===== config.mk =====
export PLATFORM = sky130hd
export DESIGN_NAME = dmem_arbiter
export DESIGN_NICKNAME = d
export VERILOG_FILES = /design/src/rtl/dmem_arbiter.sv
export SDC_FILE = /design/constraint.sdc
export NUM_CORES = 1
export LEC_CHECK = 0
export CAP_MARGIN = 20
export CORE_UTILIZATION = 30
export DETAILED_ROUTE_END_ITERATION = 16
export HOLD_SLACK_MARGIN = 0.06
export SLEW_MARGIN = 20
export SYNTH_ARGS = -nofsm -noshare
export SYNTH_HDL_FRONTEND = slang
export SYNTH_SLANG_ARGS = --single-unit

===== constraint.sdc =====
create_clock -name clk -period 3.2 [get_ports clk]
set_input_delay 0.48 -clock clk [delete_from_list [all_inputs] [get_ports clk]]
set_output_delay 0.48 -clock clk [all_outputs]
set_load 0.05 [all_outputs]

===== src/rtl/dmem_arbiter.sv =====
// ============================================================================
// dmem_arbiter : round-robin arbiter sharing one single-port data RAM among
//                NCORES cores, merging same-address reads into one RAM access.
// Revision     : 1.0
// ============================================================================
`default_nettype none

module dmem_arbiter #(
    parameter int NCORES = 3,
    parameter int AW     = 8,
    parameter int DW     = 8
) (
    input  logic                 clk,
    input  logic                 rstn,
    input  logic [NCORES-1:0]    req,
    input  logic [NCORES-1:0]    wr,
    input  logic [NCORES*AW-1:0] Address,
    input  logic [NCORES*DW-1:0] Din,
    output logic [NCORES-1:0]    acq,
    output logic [DW-1:0]        Dq,
    input  logic [DW-1:0]        RAMq,
    output logic [AW-1:0]        RAMAddress,
    output logic [DW-1:0]        RAMDin,
    output logic                 RAMwren
);

    localparam int PW = (NCORES > 1) ? $clog2(NCORES) : 1;

    typedef enum logic [1:0] {
        S_IDLE  = 2'd0,
        S_ISSUE = 2'd1,
        S_WAIT  = 2'd2,
        S_DONE  = 2'd3
    } state_t;

    state_t            state_q, state_d;
    logic [PW-1:0]     rr_q, rr_d;
    logic [PW-1:0]     g_q, g_d;
    logic              wr_q, wr_d;
    logic [NCORES-1:0] mask_q, mask_d;
    logic [NCORES-1:0] acq_q, acq_d;
    logic [DW-1:0]     dq_q, dq_d;
    logic [AW-1:0]     addr_q, addr_d;
    logic [DW-1:0]     din_q, din_d;
    logic              wren_q, wren_d;

    logic              win_found;
    logic [PW-1:0]     win;
    logic              win_wr;
    logic [AW-1:0]     win_addr;
    logic [DW-1:0]     win_din;
    logic [NCORES-1:0] win_mask;

    function automatic logic [PW-1:0] rr_idx(input logic [PW-1:0] p, input int k);
        int s;
        s = (int'(p) + k) % NCORES;
        return PW'(s);
    endfunction

    // Search starts just after the last served core, so it gets lowest priority.
    always_comb begin
        win_found = 1'b0;
        win       = '0;
        for (int k = 1; k <= NCORES; k++) begin
            if (!win_found && req[rr_idx(rr_q, k)]) begin
                win_found = 1'b1;
                win       = rr_idx(rr_q, k);
            end
        end
        win_wr   = wr[win];
        win_addr = Address[int'(win)*AW +: AW];
        win_din  = Din[int'(win)*DW +: DW];
    end

    // Only reads by other cores ride along on a read winner; writes never merge.
    always_comb begin
        win_mask = '0;
        for (int j = 0; j < NCORES; j++) begin
            win_mask[j] = (j == int'(win)) ||
                          (!win_wr && req[j] && !wr[j] &&
                           (Address[j*AW +: AW] == win_addr));
        end
    end

    always_comb begin
        state_d = state_q;
        rr_d    = rr_q;
        g_d     = g_q;
        wr_d    = wr_q;
        mask_d  = mask_q;
        acq_d   = '0;
        dq_d    = dq_q;
        addr_d  = addr_q;
        din_d   = din_q;
        wren_d  = 1'b0;
        case (state_q)
            S_IDLE: begin
                if (win_found) begin
                    addr_d  = win_addr;
                    din_d   = win_din;
                    wren_d  = win_wr;
                    g_d     = win;
                    wr_d    = win_wr;
                    mask_d  = win_mask;
                    state_d = S_ISSUE;
                end
            end
            S_ISSUE: begin
                if (wr_q) begin
                    acq_d   = mask_q;
                    state_d = S_DONE;
                end else begin
                    state_d = S_WAIT;
                end
            end
            S_WAIT: begin
                dq_d    = RAMq;
                acq_d   = mask_q;
                state_d = S_DONE;
            end
            S_DONE: begin
                rr_d    = g_q;
                state_d = S_IDLE;
            end
            default: state_d = S_IDLE;
        endcase
    end

    always_ff @(posedge clk or negedge rstn) begin
        if (!rstn) begin
            state_q <= S_IDLE;
            rr_q    <= PW'(NCORES - 1);
            g_q     <= '0;
            wr_q    <= 1'b0;
            mask_q  <= '0;
            acq_q   <= '0;
            dq_q    <= '0;
            addr_q  <= '0;
            din_q   <= '0;
            wren_q  <= 1'b0;
        end else begin
            state_q <= state_d;
            rr_q    <= rr_d;
            g_q     <= g_d;
            wr_q    <= wr_d;
            mask_q  <= mask_d;
            acq_q   <= acq_d;
            dq_q    <= dq_d;
            addr_q  <= addr_d;
            din_q   <= din_d;
            wren_q  <= wren_d;
        end
    end

    assign acq        = acq_q;
    assign Dq         = dq_q;
    assign RAMAddress = addr_q;
    assign RAMDin     = din_q;
    assign RAMwren    = wren_q;

endmodule

`default_nettype wire


== After elaboration in Yosys (flattened, before gate mapping) ==
Index checks and enable logic that the tools add are counted.
W data, S select, Z words.
Operators by class
  order comparisons: 4
  mux-type cells: 21
  reductions and logical operators: 23
  shift-type cells: 2
  add/sub/neg operators: 3
  eq/ne operators: 9
  divide/modulo/power cells: 3
Operators by type and width (count)
  $mod A32 B3 Y32 const B: 3
  $shiftx A24 B6 Y8: 2
  $eq A8 B8 Y1: 3
  $lt A2 B3 Y1 const B: 4
  $logic_and A1 B1 Y1: 11
  $mux W1: 10
  $bmux W1 S2: 4
  $mux W2: 4
  $pmux W2 S4: 1
  $add A2 B2 Y3 const B: 2
  $logic_not A1 Y1: 6
  $pmux W3 S2: 1
  $eq A2 B2 Y1 const A: 2
  $eq A2 B2 Y1 const B: 2
  $logic_not A2 Y1: 2
  $add A2 B1 Y3 const B: 1
  $logic_or A1 B1 Y1: 3
  $mux W3: 1
  $eq A2 B1 Y1 const B: 1
  $ne A2 B2 Y1 const B: 1
  $reduce_and A2 Y1: 1
Word-level totals
  logic and storage cells: 75
  bits in registers: 38
  input bits: 64
  output and inout port bits: 28

== Longest topological paths before layout ==
Gate-level depths: netlist of the first run.
  word-level depth: 18
  mapped depth: 11
  mapped depth without buffers: 9

== Least setup slack after synthesis of the first run ==
OpenSTA, ideal clock, no wires.
  path kind: register to register
  start point: reg rr_q[1]
  end point: reg mask_q[2]
  period minus slack after synthesis: 2.387 ns
  arrival: 2.323 ns
  path slack: 0.813 ns
  data required time: 3.136 ns
  stages on the path, launching flop included: 11
  setup time: 0.064 ns
  cells stage by stage: dfstp_2 > inv_1 > ha_1 > buf_6 > inv_1 > nor3_1 > o32a_4 > nor2_8 > mux2_4 > a2111oi_4 > a21bo_1
On the way
  cells in the longest elaborated chain, start to end: 18
  elaborated cells on any way between the ends: 33
Ends and longest elaborated chain
  start: declaration: RTL line 37  | logic [PW-1:0] rr_q, rr_d;
  start signal: assignment: RTL line 132  | rr_q <= PW'(NCORES - 1);
  start signal: assignment: RTL line 143  | rr_q <= rr_d;
  branches (longest 18 deep; another with $mod A32 B3 Y32)
  end signal: assignment: RTL line 146  | mask_q <= mask_d;
  end: declaration: RTL line 40  | logic [NCORES-1:0] mask_q, mask_d;
Parallel ways; which one is timed is not known. The select of a mux whose other input is x is not followed.
A chain may end at the register's enable or synchronous reset.

== Final worst setup path of the first run ==
  start point: reg rr_q[1]
  end point: reg addr_q[5], in the netlist RAMAddress[5]
On the way
  cells in the longest elaborated chain, start to end: 12
  elaborated cells on any way between the ends: 24
Ends and longest elaborated chain
  $add A2 B1 Y3: RTL line 56  | s = (int'(p) + k) % NCORES;
  $mod A32 B3 Y32: RTL line 56
  $bmux W1 S2: RTL line 65  | if (!win_found && req[rr_idx(rr_q, k)]) begin
  $mux W1 (not written as such): RTL line 65
  $mux W1: RTL line 65
  $logic_not A1 Y1: RTL line 65
  $logic_and A1 B1 Y1: RTL line 65
  $mux W1: RTL line 65
  $logic_not A1 Y1: RTL line 65
  $logic_and A1 B1 Y1: RTL line 65
  $mux W2 or $mux W1 (tied branches): RTL line 65
  $shiftx A24 B6 Y8 or $reduce_and A2 Y1 (tied branches)
  end signal: assignment: RTL line 149  | addr_q <= addr_d;
  end: declaration: RTL line 43  | logic [AW-1:0] addr_q, addr_d;
Parallel ways exist; a longest one is shown, timed or not. The select of a mux whose other input is x is not followed.

==> results of run 1 <==
==> synth_stat cells, types with 2 or more instances <==
cell type | number | area share (%)
o21ai_0 | 18 | 3.5
xnor2_1 | 7 | 2.4
mux2_2 | 9 | 3.9
and2_1 | 5 | 1.2
xor2_1 | 11 | 3.7
clkbuf_1 | 4 | 0.58
nand3_1 | 3 | 0.58
inv_1 | 13 | 1.9
mux2i_1 | 11 | 4.3
buf_6 | 2 | 0.87
nor2_1 | 24 | 3.5
ha_1 | 9 | 4.4
o21a_1 | 2 | 0.58
a211oi_1 | 13 | 3.8
a311oi_1 | 7 | 2.4
dfrtp_1 | 37 | 36
a21o_1 | 17 | 4.9
nor4_1 | 2 | 0.48
o211a_1 | 2 | 0.77
nand2_1 | 16 | 2.3
a21oi_1 | 8 | 1.5
mux2_4 | 2 | 1.2
nor2b_1 | 5 | 1.2
buf_2 | 8 | 1.5
nand2b_1 | 2 | 0.48
==> state kept, by name (all words and copies together), names as in the netlist <==
name	cells
mask_q	3
RAMAddress	8
wr_q	1
RAMDin	8
rr_q	2
g_q	2
acq	3
Dq	8
state_q	2
RAMwren	1
==> worst min path at each step <==
stage / end / slack (ps) / depth (start not counted)
after CTS: Dq[4] / 330 / 1
after detailed placement: RAMDin[0] / 460 / 1
final: Dq[4] / 290 / 1
after global routing: Dq[1] / 370 / 1
after floorplan: Dq[0] / 180 / 0
after global placement: RAMDin[7] / 460 / 1
==> where the power goes <==
part	switching, mW	internal (mW)	leakage [nW]	total (mW)
combinational	1.66	1.10	1.10	2.76
clock	0.163	0.254	0.0585	0.417
sequential	0.134	0.726	0.464	0.860
==> cell families (layout without fill, tap and decap cells) <==
logic type                 count (synthesis)  in the layout  share of synthesized area [%]
xor gates and xnor gates                  18             18                          6.102
muxes                                     22             22                          9.347
DFF                                       38             38                          36.85
adders and majority gates                  9              9                          4.358
and+or+nand+nor                           66             66                          12.74
buffers and inverters                     27            116                          4.891
AOI/OAI and AO/OA                         87             87                          25.72
==> cell usage in the layout, fill, tap and decap left out, types with 3 or more instances in the layout <==
cell             netlist  layout
nor2_1                24      24
clkbuf_8               0       6
ha_1                   9       9
a21o_1                17      17
nor2b_1                5       5
xor2_1                11      11
clkdlybuf4s50_1        0      90
mux2_2                 9       9
nand2_1               16      16
a21oi_1                8       8
xnor2_1                7       7
a311oi_1               7       7
dfrtp_1               37      37
a211oi_1              13      13
and2_1                 5       5
inv_1                 13      13
o21ai_0               18      18
mux2i_1               11      11
nand3_1                3       3
==> area by class of cell <==
class	instances	area, um2
Tap cell	105	131.4
Fill cell	804	4532
Multi-Input combinational cell	202	1516
Clock buffer	7	86.33
Timing Repair Buffer	95	960.9
Inverter	13	48.80
Sequential cell	38	952.2
Clock inverter	1	30.03
==> per-layer routing <==
metal	part of all wire [%]	routed length (um)	track usage [%]
met3	8.4	554	4.106
met2	44	2890	23.02
met4	0.99	65	4.040
met5	0	0	0
met1	47	3087	20.77
==> impl_metrics.json, run 1 <==
{
  "synth.distinct_cells": 55,
  "syn_area_per_cell_um2": 9.677,
  "critPathLaunch": "rr_q[1]",
  "insertion_delay_ps": 290,
  "dp_cells": 453,
  "die_w_um": 94.81,
  "holdWs_ps": 293.4,
  "start_util_pct": 31.29,
  "critical_path.top_delay_family": "compound AO/OA/AOI/OAI gates",
  "port_buffers": 91,
  "worst_r2r_endpoint": "RAMAddress[5]",
  "fin_area_um2": 3726,
  "setup_tns_ps": 0,
  "slowest_stage": "dfstp_2",
  "max_stage_delay_ps": 550,
  "hold_viol_final": 0,
  "period_share_pct": 82.08,
  "worstPathMaxFanout": 14,
  "ys_seq_area_share_pct": 36.85,
  "drv_cap": 0,
  "power.density_nw_per_um2": 1083,
  "cp-endpoint": "RAMAddress[5]",
  "cts_resized": 0,
  "wl_um": 6598,
  "n_antenna_cell": 0,
  "grt_pass1_vias": 2267,
  "fin_nets": 428,
  "fin_cells": 461,
  "clock-sinks": 38,
  "ios": 92,
  "ctsHtreeMaxLevel": 2,
  "p_leak_nw": 1.620,
  "worst_slack_ps": 573.4,
  "worst_clock_skew_ps": 8.176,
  "drive_above_1_share_pct": 8.708,
  "cp-start-kind": "flip-flop",
  "cpMostUsedCell": "inv_1",
  "pre_cts_ws_ps": 375.3,
  "overflow": 0,
  "viasPerCell": 5.074,
  "numCtsBuffers": 5,
  "rsz0062_at_grt": "false",
  "drtPass1Iterations": 4,
  "post-cts-setup-buffers": 0,
  "crit_required_ps": 3420,
  "synth_nets": 340,
  "path_depth": 10,
  "grt_first_pass_wirelength_um": 10760,
  "postCtsHoldBufs": 0,
  "crit_chain": "inv_1, ha_1, inv_1, nor3_1, o32a_4, nor2_8, buf_4, nand2_1, a311oi_1, a21o_1",
  "clockBufferDepth": 2,
  "status": "finished clean",
  "fmax_mhz": 380.7,
  "path_clk_slew_ps": 80,
  "grtUsageTotal_pct": 15.05,
  "crit_buf_inv": 3,
  "crit_type": "reg2reg",
  "r2r_start": "rr_q[1]",
  "tightest_slew_ps": 849.6,
  "place_hpwl_um": 4940,
  "arrival_ps": 2850,
  "drv_slew": 0,
  "antenna_found_initial": 0,
  "dieArea_um2": 8988,
  "cts_tree": "yes",
  "slew_headroom_pct": 43.36,
  "min_period_ps": 2627,
  "core.rowCount": 33,
  "wire_per_inst_um": 14.31,
  "synthToLayoutAreaGrowth_pct": 44.21,
  "hp-class": "in2async",
  "reg2reg_slack_ps": 570,
  "grt_max_degree": 42,
  "synthCells": 267,
  "drt_drc_violations_left": 0,
  "coreArea_um2": 8258,
  "yosysWarningCount": 0,
  "root_buffer": "clkbuf_8",
  "finalPower_mw": 4.035,
  "end_kind": "flip-flop",
  "async_flop_share_pct": 100.0,
  "ant_nets": 0,
  "dr_total_vias": 2339,
  "synth_seq_cells": 38,
  "gp_congestion": 0.9116,
  "synth_area_um2": 2584,
  "fin_util_pct": 45.12,
  "synth_edf_count": 0,
  "ys_dominant_reg_cell": "dfrtp_1",
  "ir_drop_mv": 0.5117,
  "first_iter_violations": 86,
  "rr_worst_depth": 10,
  "setup_viol": 0,
  "place_area_um2": 3610,
  "die_h_um": 94.81
}
Power figures use the tool's default switching activity.
==> run 2, diff against run 1 <==
==> constraint.sdc (replaced) <==
create_clock -name clk -period 2.69 [get_ports clk]
set_input_delay 0.4035 -clock clk [delete_from_list [all_inputs] [get_ports clk]]
set_output_delay 0.4035 -clock clk [all_outputs]
set_load 0.05 [all_outputs]
==> run 2 against run 1 <==
Against the previous run: via count down 1.0%; largest cell class unchanged; sequential cell count unchanged; critical path type unchanged; power up 20%; hold slack worse by 77 ps.
==> impl_metrics.json, run 2 (synthesis gave the netlist of run 1 again) <==
{
  "clock-sinks": 38,
  "period_share_pct": 95.09,
  "wire_per_inst_um": 14.06,
  "fmax_mhz": 390.9,
  "setup_tns_ps": 0,
  "core.rowCount": 33,
  "drive_above_1_share_pct": 10.28,
  "port_buffers": 91,
  "arrival_ps": 2780,
  "postCtsHoldBufs": 0,
  "antenna_found_initial": 0,
  "overflow": 0,
  "fin_nets": 432,
  "ir_drop_mv": 0.5772,
  "slowest_stage": "dfstp_2",
  "hold_viol_final": 0,
  "root_buffer": "clkbuf_8",
  "coreArea_um2": 8258,
  "cpMostUsedCell": "inv_1",
  "place_hpwl_um": 5062,
  "nFillCells": 825,
  "start_util_pct": 31.29,
  "end_kind": "flip-flop",
  "post-cts-setup-buffers": 0,
  "first_iter_violations": 95,
  "wl_um": 6538,
  "viasPerCell": 4.978,
  "n_antenna_cell": 0,
  "min_period_ps": 2558,
  "synthToLayoutAreaGrowth_pct": 45.33,
  "ios": 92,
  "cp-start-kind": "flip-flop",
  "gp_congestion": 0.8923,
  "slew_headroom_pct": 44.12,
  "ant_nets": 0,
  "crit_required_ps": 2910,
  "max_stage_delay_ps": 550,
  "grt_max_degree": 39,
  "die_h_um": 94.81,
  "p_leak_nw": 1.640,
  "drv_cap": 0,
  "setup_viol": 0,
  "power.density_nw_per_um2": 1292,
  "rsz0062_at_grt": "false",
  "dr_total_vias": 2315,
  "die_w_um": 94.81,
  "worst_clock_skew_ps": 8.316,
  "path_clk_slew_ps": 80,
  "numCtsBuffers": 5,
  "drt_drc_violations_left": 0,
  "clockBufferDepth": 2,
  "ctsHtreeMaxLevel": 2,
  "dieArea_um2": 8988,
  "hp-class": "in2async",
  "final_cell_mix": "clkdlybuf4s50_1 (90), dfrtp_1 (37), nor2_1 (24)",
  "crit_chain": "inv_1, ha_1, inv_1, nor3_1, o32a_4, nor2_8, mux2_4, a2111oi_4, a21bo_1",
  "grt_first_pass_wirelength_um": 10620,
  "grt_pass1_vias": 2260,
  "worstPathMaxFanout": 10,
  "fin_util_pct": 45.47,
  "tightest_slew_ps": 838.1,
  "status": "finished clean",
  "grtUsageTotal_pct": 15.04,
  "crit_type": "reg2reg",
  "drtPass1Iterations": 4,
  "drv_slew": 0,
  "final_common_cell": "clkdlybuf4s50_1",
  "cts_tree": "yes",
  "insertion_delay_ps": 290
}
-- run 2: changes by cell type in the layout (fill, tap and decap cells not counted) --
cell / previous run / this run
o2bb2ai_1: 1 / 0
o2bb2ai_2: 0 / 1
clkbuf_1: 1 / 0
clkbuf_8: 6 / 5
buf_4: 2 / 6
clkinv_2: 0 / 2
-- run 2: final cells by class --
cell class / count / area, um2 / share of cell area [%]
Clock buffer: 5 / 68.82 / 1.833
Clock inverter: 3 / 40.04 / 1.066
Inverter: 13 / 48.80 / 1.300
Multi-Input combinational cell: 202 / 1523 / 40.55
Sequential cell: 38 / 952.2 / 25.36
Tap cell: 105 / 131.4 / 3.499
Timing Repair Buffer: 99 / 991.0 / 26.39
-- run 2: what timing repair did --
action                     CTS  global route
gates resized for setup      0             1
setup endpoints to repair    0             2
hold endpoints to repair     0             0
-- run 2: metrics by stage --
stage          area, um2  std cells  hold WS (ps)  power (mW)  setup WS [ps]
6_report            3755        465         216.9       4.850          132.1
5_1_grt             3755        465         277.0       5.196          11.08
4_1_cts             3749        465         250.3       4.882          125.8
3_5_place_dp        3640        457         468.8       4.386          134.9
3_3_place_gp        3640        457         459.0       4.357          94.75
2_1_floorplan       2584        267         107.9       3.378          302.6
-- run 2: critical path, delay by kind of cell (launching register included) --
| kind | cells | cell delay, ps |
|---|---|---|
| and+or+nand+nor | 2 | 230 |
| DFF | 1 | 550 |
| AOI/OAI and AO/OA | 3 | 900 |
| buffers and inverters | 2 | 220 |
| muxes | 1 | 320 |
| adders and majority gates | 1 | 280 |
-- run 2: final timing paths --
path	to	cells after the start	startpoint	slack, ps
setup / recovery	mask_q[2]	9	rr_q[1]	130
hold / removal	Dq[0]	1	rstn	220
setup reg to reg	mask_q[2]	9	rr_q[1]	130
hold reg to reg	RAMDin[4]	1	RAMDin[4]	480
max in group asynchronous	RAMAddress[1]	1	rstn	1940
min in group clk	RAMDin[4]	1	RAMDin[4]	480
-- run 2: layer usage --
metal  up-vias  track usage [%]  routed length, um
met3         7            4.589                506
li1       1151                -                  -
met1      1073            21.23               3151
met2        84            21.88               2810
met4         0            4.419                 70
met5         -                0                  0
-- run 2: where the power goes --
group	switching (mW)	total (mW)	internal [mW]
clock network	0.196	0.469	0.273
logic	2.01	3.36	1.35
registers	0.158	1.02	0.864
==> run 3, diff against run 2 <==
--- a/config.mk
+++ b/config.mk
@@ -5,10 +5,12 @@
 export SDC_FILE = /design/constraint.sdc
 export NUM_CORES = 1
 export LEC_CHECK = 0
+export ABC_AREA = 1
 export CAP_MARGIN = 20
 export CORE_UTILIZATION = 30
 export DETAILED_ROUTE_END_ITERATION = 16
 export HOLD_SLACK_MARGIN = 0.06
+export RECOVER_POWER = 50
 export SLEW_MARGIN = 20
 export SYNTH_ARGS = -nofsm -noshare
 export SYNTH_HDL_FRONTEND = slang
==> run 3 against run 2 <==
Against the previous run: maximum frequency is 2.5% higher; via count rose by 25%; critical path depth rose by 6; setup slack better by 61 ps; first-iteration DRC count is 76% higher; global-route usage rose by 1.4 points; the flow now finishes with violations (capacitance limit, slew limit); register-to-register slack gained 60 ps; clock skew is 2.1 ps lower; die area increased by 8.0%; final cell count is 29% higher.
==> impl_metrics.json, run 3 <==
{
  "setup_tns_ps": 0,
  "drive_above_1_share_pct": 15.85,
  "cts_tree": "yes",
  "end_kind": "flip-flop",
  "period_share_pct": 92.80,
  "core.rowCount": 34,
  "yosysWarningCount": 0,
  "synth_most_common_cell": "nand2_1",
  "grt_max_degree": 39,
  "hold_viol_final": 0,
  "slew_headroom_pct": -36.15,
  "first_iter_violations": 167,
  "synth_nets": 463,
  "dieArea_um2": 9703,
  "synthAdderAreaFrac_pct": 4.030,
  "clockBufferDepth": 2,
  "synth.distinct_cells": 34,
  "gp_congestion": 0.9160,
  "final_common_cell": "clkdlybuf4s50_1",
  "status": "finished with violations",
  "synth_compound_area_share_pct": 11.42,
  "synth_top_family_by_area": "simple AND/OR/NAND/NOR gates",
  "wl_um": 8181,
  "ctsHtreeMaxLevel": 2,
  "n_antenna_cell": 0,
  "synth_edf_count": 0,
  "start_util_pct": 31.58,
  "min_period_ps": 2496,
  "grt_pass1_vias": 2725,
  "worstHoldStart": "RAMAddress[3]",
  "holdWs_ps": 493.0,
  "hp-class": "reg2reg",
  "synthMuxAreaShare_pct": 3.224,
  "ys_dominant_reg_cell": "dfrtp_1",
  "tightest_slew_ps": 2042,
  "grt_first_pass_wirelength_um": 12850,
  "dr_total_vias": 2884,
  "place_hpwl_um": 6074,
  "r2r_start": "rr_q[1]",
  "syn_area_per_cell_um2": 7.164,
  "worstPathMaxFanout": 8,
  "synth_top_area_cell": "dfrtp_1",
  "synthXorXnorAreaFrac_pct": 1.254,
  "worst_clock_skew_ps": 6.191,
  "synth_area_leaders": "dfrtp_1 (33%), nand2_1 (11%), nand3_1 (7.7%)",
  "drt_drc_violations_left": 0,
  "async_flop_share_pct": 100.0,
  "place_area_um2": 3846,
  "clock-sinks": 38,
  "fin_area_um2": 4120,
  "violations": "capacitance limit, slew limit",
  "synthSimpleGateAreaFrac_pct": 36.09,
  "wire_per_inst_um": 13.64,
  "fmax_mhz": 400.6,
  "path_clk_slew_ps": 80,
  "crit_type": "reg2reg",
  "port_buffers": 91,
  "ant_nets": 0,
  "die_w_um": 98.51,
  "grtUsageTotal_pct": 16.47,
  "insertion_delay_ps": 290,
  "fin_nets": 564,
  "synthToLayoutAreaGrowth_pct": 47.47,
  "crit_required_ps": 2910,
  "overflow": 0,
  "fin_util_pct": 46.56,
  "setup_viol": 0,
  "critPathLaunch": "rr_q[1]",
  "synth_area_um2": 2794,
  "root_buffer": "clkbuf_8",
  "synthCells": 390,
  "drv_cap": 1,
  "yosys.area.top_type_share_pct": 33.14,
  "arrival_ps": 2720,
  "synth_common_cells": "nand2_1 (83), nor2_1 (52), nand3_1 (43), inv_1 (41), dfrtp_1 (37)",
  "cp-start-kind": "flip-flop",
  "final_cell_mix": "clkdlybuf4s50_1 (90), nand2_1 (82), nor2_1 (49)",
  "die_h_um": 98.51,
  "drtPass1Iterations": 7,
  "drv_slew": 39,
  "numCtsBuffers": 5,
  "ys_seq_area_share_pct": 34.08,
  "antenna_found_initial": 0,
  "ios": 92,
  "postCtsHoldBufs": 0,
  "coreArea_um2": 8848,
  "synth_seq_cells": 38,
  "viasPerCell": 4.807
}
-- run 3: cell types whose count changed after synthesis, moves of 8 or more --
| cell | change |
|---|---|
| nand2_1 | +67 |
| nand2_2 | +11 |
| nand3_1 | +40 |
| inv_2 | +8 |
| mux2i_1 | -11 |
| a21o_1 | -17 |
| nor2_1 | +28 |
| a211oi_1 | -13 |
| a21oi_1 | +11 |
| inv_1 | +28 |
-- run 3: critical path, stage by stage (launching register included) --
cell and delay (ps):
dfstp_2 570, inv_1 80, ha_1 210, nand3b_1 200
nand2_2 150, nand3_4 110, nand3_4 110, buf_4 180
nand3_1 130, nand3_2 130, o21ai_2 80, nand2_1 80
nand2_1 50, nor2_1 120, nand3_1 90, o21ai_1 130
-- run 3: final cells by class --
class	instances	area (um2)
Fill cell	879	4728
Multi-Input combinational cell	289	1634
Timing Repair Buffer	107	1101
Sequential cell	38	952.2
Inverter	50	187.7
Tap cell	108	135.1
Clock buffer	8	110.1
-- run 3: stage by stage --
stage,setup slack [ps],std cells
2_1_floorplan,436.6,390
4_1_cts,102.3,594
3_3_place_gp,54.63,586
3_5_place_dp,22.63,586
6_report,193.6,600
5_1_grt,-1.866,600
-- run 3: cell families after synthesis --
family / Yosys count
adders and majority gates: 9
muxes: 8
DFF: 38
xor gates and xnor gates: 4
buffers and inverters: 63
AOI/OAI and AO/OA: 57
and+or+nand+nor: 211
-- run 3: worst paths after layout --
| path | slack, ps | to | cells past startpoint |
|---|---|---|---|
| min in group asynchronous | 680 | RAMAddress[4] | 1 |
| worst max register to register | 190 | mask_q[0] | 15 |
| worst min register to register | 490 | RAMAddress[3] | 2 |
| worst min-delay path | 490 | RAMAddress[3] | 2 |
| worst max-delay path | 190 | mask_q[0] | 15 |
| max in group asynchronous | 830 | RAMAddress[1] | 1 |
-- run 3: per-layer routing --
| metal | part of all wire, % | GRT usage [%] | vias up |
|---|---|---|---|
| met5 | 0 | 0 | - |
| met4 | 1.3 | 2.870 | 0 |
| met3 | 5.3 | 3.050 | 9 |
| met2 | 48 | 28.66 | 88 |
| met1 | 45 | 21.56 | 1326 |
| li1 | - | - | 1461 |
-- run 3: timing repair --
action	4_1_cts	5_1_grt
endpoints found under the setup margin	0	3
gates resized for setup	0	15
buffers inserted	0	4
Power of run 3 is not shown: default switching activity piles up to over one toggle a cycle in this logic, so the estimate is an artifact.
